## src/rtl/int_ctrl_pkg.sv

```systemverilog
// Shared definitions for the programmable interrupt controller.
// Register offsets (word index inside the 32-byte window), FSM states, default base.
// No logic here; imported by int_ctrl and int_prio_enc.
package int_ctrl_pkg;

    localparam logic [31:0] BASE_ADDR_DEFAULT = 32'h0000_7F20;

    localparam logic [2:0] OFF_PEND = 3'd0;
    localparam logic [2:0] OFF_MASK = 3'd1;
    localparam logic [2:0] OFF_MODE = 3'd2;
    localparam logic [2:0] OFF_CLR  = 3'd3;
    localparam logic [2:0] OFF_VEC  = 3'd4;
    localparam logic [2:0] OFF_EOI  = 3'd5;
    localparam logic [2:0] OFF_CNT  = 3'd6;

    typedef enum logic {
        ST_IDLE    = 1'b0,
        ST_SERVICE = 1'b1
    } state_t;

endpackage

```

## src/rtl/int_ctrl_prio_enc.sv

```systemverilog
// Fixed-priority encoder: lowest set index of act wins, valid = any bit set.
// Latency: purely combinational.
// Backpressure: none.
module int_prio_enc #(
    parameter int N_SRC = 6
) (
    input  logic [N_SRC-1:0] act,
    output logic             valid,
    output logic [4:0]       id
);

    // Scan from the lowest-priority end so the lowest set index is the last one assigned.
    always_comb begin
        valid = |act;
        id    = 5'd0;
        for (int i = N_SRC - 1; i >= 0; i--) begin
            if (act[i]) id = 5'(i);
        end
    end

endmodule

```

## src/rtl/int_ctrl.sv

```systemverilog
// Memory-mapped interrupt controller: pending/mask/mode regs, priority, claim/EOI handshake.
// Latency: rd and irq_out are combinational from registers; edge sources pend one cycle after the rise.
// Backpressure: none; every bus access completes in its own cycle.
module int_ctrl
    import int_ctrl_pkg::*;
#(
    parameter int          N_SRC     = 6,
    parameter logic [31:0] BASE_ADDR = BASE_ADDR_DEFAULT
) (
    input  logic             clk,
    input  logic             reset,
    input  logic [N_SRC-1:0] src,
    input  logic [31:0]      adr,
    input  logic             we,
    input  logic             re,
    input  logic [31:0]      wd,
    output logic [31:0]      rd,
    output logic [N_SRC-1:0] irq_out,
    output logic             irq_any
);

    state_t             state, state_nxt;
    logic [N_SRC-1:0]   mask, mode, pend_edge, prev;
    logic [4:0]         isr_id;
    logic [31:0]        cnt;

    logic               sel;
    logic [2:0]         off;
    logic [N_SRC-1:0]   pend, act, mode_nxt, clr_vec, set_vec, higher;
    logic               valid, claim, eoi;
    logic [4:0]         win;

    assign sel = (adr[31:5] == BASE_ADDR[31:5]);
    assign off = adr[4:2];

    // Level sources bypass the latch entirely, so CLR and claim cannot touch them.
    assign pend = (pend_edge & mode) | (src & ~mode);
    assign act  = pend & mask;

    int_prio_enc #(.N_SRC(N_SRC)) u_prio (
        .act   (act),
        .valid (valid),
        .id    (win)
    );

    assign claim    = re & sel & (off == OFF_VEC) & (state == ST_IDLE) & valid;
    assign eoi      = we & sel & (off == OFF_EOI) & (state == ST_SERVICE) & (wd[4:0] == isr_id);
    assign mode_nxt = (we && sel && off == OFF_MODE) ? wd[N_SRC-1:0] : mode;
    assign set_vec  = src & ~prev;
    assign clr_vec  = ((we && sel && off == OFF_CLR) ? wd[N_SRC-1:0] : '0)
                    | (claim ? (N_SRC'(1) << win) : '0);

    // Register file, edge latch and claim counter; a fresh edge beats a same-cycle clear.
    always_ff @(posedge clk) begin
        if (reset) begin
            mask      <= '0;
            mode      <= '1;
            pend_edge <= '0;
            prev      <= '0;
            isr_id    <= 5'd0;
            cnt       <= 32'd0;
        end else begin
            prev      <= src;
            mode      <= mode_nxt;
            // Masking with the new mode drops latched bits of sources moving to level.
            pend_edge <= ((pend_edge & ~clr_vec) | set_vec) & mode_nxt;
            if (we && sel && off == OFF_MASK) mask <= wd[N_SRC-1:0];
            if (claim) begin
                isr_id <= win;
                cnt    <= cnt + 32'd1;
            end
        end
    end

    // FSM state register.
    always_ff @(posedge clk) begin
        if (reset) state <= ST_IDLE;
        else       state <= state_nxt;
    end

    // Next state and request outputs; in service only strictly higher priority preempts.
    always_comb begin
        state_nxt = state;
        irq_out   = act;
        for (int i = 0; i < N_SRC; i++) higher[i] = (5'(i) < isr_id);
        case (state)
            ST_IDLE: begin
                if (claim) state_nxt = ST_SERVICE;
            end
            ST_SERVICE: begin
                irq_out = act & higher;
                if (eoi) state_nxt = ST_IDLE;
            end
            default: state_nxt = ST_IDLE;
        endcase
    end

    assign irq_any = |irq_out;

    // Read mux; anything outside the window or write-only reads as zero.
    always_comb begin
        rd = 32'd0;
        if (sel) begin
            case (off)
                OFF_PEND: rd = 32'(pend);
                OFF_MASK: rd = 32'(mask);
                OFF_MODE: rd = 32'(mode);
                OFF_VEC:  rd = {valid, 26'd0, win};
                OFF_CNT:  rd = cnt;
                default:  rd = 32'd0;
            endcase
        end
    end

endmodule

```

## config.mk

```make
export PLATFORM = sky130hd
export DESIGN_NAME = int_ctrl
export DESIGN_NICKNAME = d
export VERILOG_FILES = /design/src/rtl/int_ctrl_pkg.sv /design/src/rtl/int_ctrl_prio_enc.sv /design/src/rtl/int_ctrl.sv
export SDC_FILE = /design/constraint.sdc
export NUM_CORES = 1
export LEC_CHECK = 0
export CAP_MARGIN = 40
export CORE_ASPECT_RATIO = 0.8
export CORE_MARGIN = 2
export CORE_UTILIZATION = 25
export CTS_CLUSTER_DIAMETER = 200
export DETAILED_ROUTE_END_ITERATION = 8
export DONT_BUFFER_PORTS = 1
export SYNTH_ARGS = -nofsm -noshare
export SYNTH_HDL_FRONTEND = slang
export SYNTH_SLANG_ARGS = --single-unit
```

## constraint.sdc

```tcl
create_clock -name clk -period 4.87 [get_ports clk]
set_input_delay 0.974 -clock clk [delete_from_list [all_inputs] [get_ports clk]]
set_output_delay 0.974 -clock clk [all_outputs]
set_load 0.01 [all_outputs]
```

* After elaboration in Yosys (flattened, before gate mapping)
Index checks and enable logic that the tools add are counted.
Storage, ports and cells: output and inout bits 39, bits of input ports 74, bits in registers 62
Operators by class: magnitude comparators 6, reductions and logical operators 7, add/sub/neg operators 1, shifts and indexed selects 1, bitwise operators 22, equality and inequality tests 8, mux-type cells 15
Operator list (count):
- case mux 32 bit (5 select lines) | 1
- bitwise AND 6 bit | 7
- adder 32 x 1 -> 32 bit, second input constant | 1
- 2-to-1 mux 32 bit | 1
- == test 27 x 10 -> 1 bit, second input constant | 1
- 2-to-1 mux 6 bit | 4
- 2-to-1 mux 3 bit | 6
- NOT 6 bit | 3
- OR 6 bit | 3
- OR reduction 6 bit | 2
- < comparator 1 x 5 -> 1 bit, first input constant | 2
- < comparator 2 x 5 -> 1 bit, first input constant | 2
- < comparator 3 x 5 -> 1 bit, first input constant | 2
- == test 3 bit, second input constant | 3
- bitwise AND 1 bit | 8
- == test 3 x 2 -> 1 bit, second input constant | 2
- left shift 1 x 5 -> 6 bit, first input constant | 1
- == test 5 bit | 1
- logical AND 1 bit | 4
- == test 3 x 1 -> 1 bit, second input constant | 1
- zero test 3 bit | 1
- 2-to-1 mux 1 bit | 2
- case mux 1 bit (2 select lines) | 1
- NOT 1 bit | 1

* Longest topological paths before layout
word-level depth 17, depth in mapped cells 8

* Modules after synthesis
A second synthesis with hierarchy kept.
Second synthesis, totals: cell total of the unflattened synthesis 462, area, all modules 3663.5 µm²
Modules (own cells, without submodules):
- int_ctrl | area an instance 3592.2 µm², cells each 449, times used 1
- int_prio_enc | area an instance 71.3 µm², cells each 13, times used 1

* Worst setup path before layout
OpenSTA, ideal clock, no wires.
kind input to output, start point in adr[15], end point out rd[10], setup slack 1.206 ns, data required time 3.896 ns, cell stages on the path 7, arrival 2.690 ns, cells stage by stage or4_4 > nor4_4 > buf_6 > nand2_1 > nor2_1 > clkbuf_1 > and2_1
Between the ends: cells in the longest elaborated chain, start to end 2
Ends and longest elaborated chain:
- start, declared | line int_ctrl.sv:13 | input logic [31:0] adr,
- == test 27 x 10 -> 1 bit | line int_ctrl.sv:33 | assign sel = (adr[31:5] == BASE_ADDR[31:5]);
- 2-to-1 mux 32 bit | line int_ctrl.sv:103 | if (sel) begin
- end, declared | line int_ctrl.sv:17 | output logic [31:0] rd,
Every way passes these cells.

* Worst setup path after layout
start point in adr[6], end point out rd[0]
The elaborated chain is that of the path after synthesis.

==> out/results.txt <==
Worst setup SP type - primary input
min cycle time layout - 3.83 ns
Worst path slowest cell - or4bb_1
clk_lat worst skew - 0.33 ns
gr usage total - 0.146
maximum clock frequency - 0.261 GHz
clock sinks - 60
post-synthesis sequential element count - 60
CTS tree - done
H-tree depth - 3
layout cells sized above 1 - 0.0853
CP delay by family, top - simple AND/OR/NAND/NOR gates
# diodes - 0
gr busiest metal - met2
vias in the first global route - 3411
Synth area leader - dfxtp_1
drt first pass iters - 5
hold_buf cts - 0
r2r worst-path depth - 6
Antenna Nets Post-Route - 0
leakage power - 1.27 nW
sequential share of the synthesized area - 0.317
Worst path depth - 5
Syn Nets - 551
Hold Fails Final Rpt - 0
routed wire length per instance - 17.6 µm
Area growth syn-to-layout - 11.3%
Setup Viol. Count Final - 0
synth top area cells - dfxtp_1 (32%), a21oi_1 (5.7%), o31ai_1 (5.6%)
Critical Path AT - 2.86 ns
Worst Setup Path Type - in2out
Setup Skew - 0.0116 ns
share of the synthesized area in the top cell type - 0.317
Hold Crit Class - reg2reg
Max VDD drop - 0.166 mV
R2R Setup Slk - 2.33 ns
ys async rst share - 0
total CTS buffers - 9
DR iter-0 viols - 372
# resized after CTS - 0
crit-path max cell delay - 0.57 ns
Setup Buffers After CTS - 0
Initial Util - 0.254
initial antenna violation count - 0
Worst Max-Slew Pin Slew - 0.699 ns
pwr dens - 271 nW/µm²
# IOs - 113
first-pass GRT wire length - 18400 µm
syn avg cell area - 7.95 µm²
height of the chip - 114 µm
die area - 16100 µm²
Placeable Area - 14900 µm²
crit-path cells - or4bb_1 > nor4_4 > buf_4 > nand3_1 > a311oi_1
I/O Buffers - 0
area of the mapped netlist - 3780 µm²
FF+latch area - 1200 µm²
synth warn - 0
Global Route met3 Usage - 0.0506
Post-synth top flop - dfxtp_1
Nets - 539
fill count - 1593
Power Total - 0.00114 W
largest net degree at the start of global routing - 65
Distinct cells, synth - 52
cells after synthesis - 476
setup TNS - 0 ns
drt drc - 0
post-DP HPWL - 8380 µm
Post-synth EDFFs - 0
Multi-input gate area - 2400 µm²
Final Max Tran Viols - 0
Final GP Congestion - 0.945
final cycle utilization of the critical path - 0.787
result of the run - finished clean
die width - 142 µm
worst r2r src - mode[3]$_SDFF_PP1_
Setup crit end - rd[0]
RR Endpoint - cnt[2]$_SDFFE_PP0P_
Buf/Inv on CP - 1
clock root cell - clkbuf_16
critical path peak fanout - 10
vias per std cell - 5.56
met2 Use GR - 0.225
# rows - 40
Max-Cap Viols - 0
Setup crit start - adr[6]
RSZ-0062 raised after global routing - false
Crit. End Element - primary output
grt met1 use - 0.193
gr ovfl total - 0
DRT Wirelength - 11600 µm
CTS max path bufs - 2
Max-slew headroom - 0.530
worst path required time - 3.90 ns
Vias - 3661
CTS clock-pin slew for the worst setup and hold paths - 0.05 ns
==> worst min-delay path by stage <==
stage,start,endpoint,slack [ns],cells past startpoint
after floorplan,cnt[10]$_SDFFE_PP0P_,cnt[10]$_SDFFE_PP0P_,0.46,2
after global placement,cnt[21]$_SDFFE_PP0P_,cnt[21]$_SDFFE_PP0P_,0.47,2
after detailed placement,cnt[21]$_SDFFE_PP0P_,cnt[21]$_SDFFE_PP0P_,0.48,2
after CTS,cnt[21]$_SDFFE_PP0P_,cnt[21]$_SDFFE_PP0P_,0.49,2
after global routing,prev[1]$_SDFF_PP0_,pend_edge[1]$_SDFF_PP0_,0.52,2
final,cnt[21]$_SDFFE_PP0P_,cnt[21]$_SDFFE_PP0P_,0.49,2
==> area by class of cell <==
type | count | share of cell area
clock buffers | 13 | 0.0618
clock inverters | 3 | 0.00505
inverters | 13 | 0.0116
multi-input cells | 374 | 0.570
flip-flops and latches | 60 | 0.285
well taps | 189 | 0.0561
repair buffers | 6 | 0.0107
==> state kept, by name, indices dropped and copies added (netlist names) <==
name	flops
mode	6
isr_id	3
state	1
prev	6
mask	6
cnt	32
pend_edge	6
==> kinds of logic (layout without fill, tap and decap cells) <==
group	after synthesis	count (layout)	synth area share
AND/OR/NAND/NOR	228	228	0.366
AO/OA/AOI/OAI	122	122	0.202
XOR/XNOR	3	3	0.00694
multiplexers	20	20	0.0552
buffers and inverters	42	35	0.0493
flip-flops	60	60	0.317
adder cells (fa/ha/maj)	1	1	0.00331
==> power breakdown <==
group          internal (W)  switching, W
logic             0.0000198     0.0000218
clock network      0.000372      0.000226
registers          0.000498    0.00000388
total              0.000890      0.000252
==> tightest hold or removal path: stages (launching register included) <==
cell     delay [ns]
dfxtp_1        0.32
o31ai_1        0.07
a21oi_1        0.06
==> Yosys cell counts (4+ instances only) <==
master / n
nor4_1: 9
nand3_1: 25
mux2_2: 7
clkbuf_1: 18
mux2i_1: 13
a21oi_1: 43
nand2b_1: 15
nor3_1: 8
a22oi_1: 4
a211oi_1: 4
inv_1: 13
nand2_1: 28
dfxtp_1: 60
nand4_1: 15
o31ai_1: 28
and3_1: 6
o21ai_0: 26
nor2b_1: 9
and2_1: 31
or4_1: 27
buf_2: 8
nor2_1: 34
==> per-stage QoR <==
stage,cell area [µm²],util,worst slack (ns),cells,hold WS (ns)
detailed placement,3930,0.264,1.03,642,0.480
floorplan,3780,-,1.21,476,0.460
global placement,3930,0.264,1.05,642,0.471
CTS,4210,0.282,1.03,658,0.489
global route,4210,0.282,0.911,658,0.524
finish,4210,0.282,1.04,658,0.490
==> layer usage <==
layer	vias to the layer above	share of wire
li1	1769	-
met1	1749	0.46
met2	128	0.45
met3	15	0.078
met4	0	0.017
met5	-	0
==> cell usage in the layout (no fill, tap or decap), types with 5 or more instances in the layout <==
master	Yosys	final
nor4_1	9	9
buf_4	1	6
dfxtp_1	60	60
clkbuf_16	0	9
nand2b_1	15	15
nand3_1	25	25
mux2_2	7	7
a21oi_1	43	43
o21ai_0	26	26
mux2i_1	13	13
and2_1	31	31
nand4_1	15	15
nand2_1	28	28
nor2b_1	9	9
inv_1	13	13
or4_1	27	27
nor2_1	34	34
nor3_1	8	8
and3_1	6	5
o31ai_1	28	28
Power figures use the tool's default switching activity.
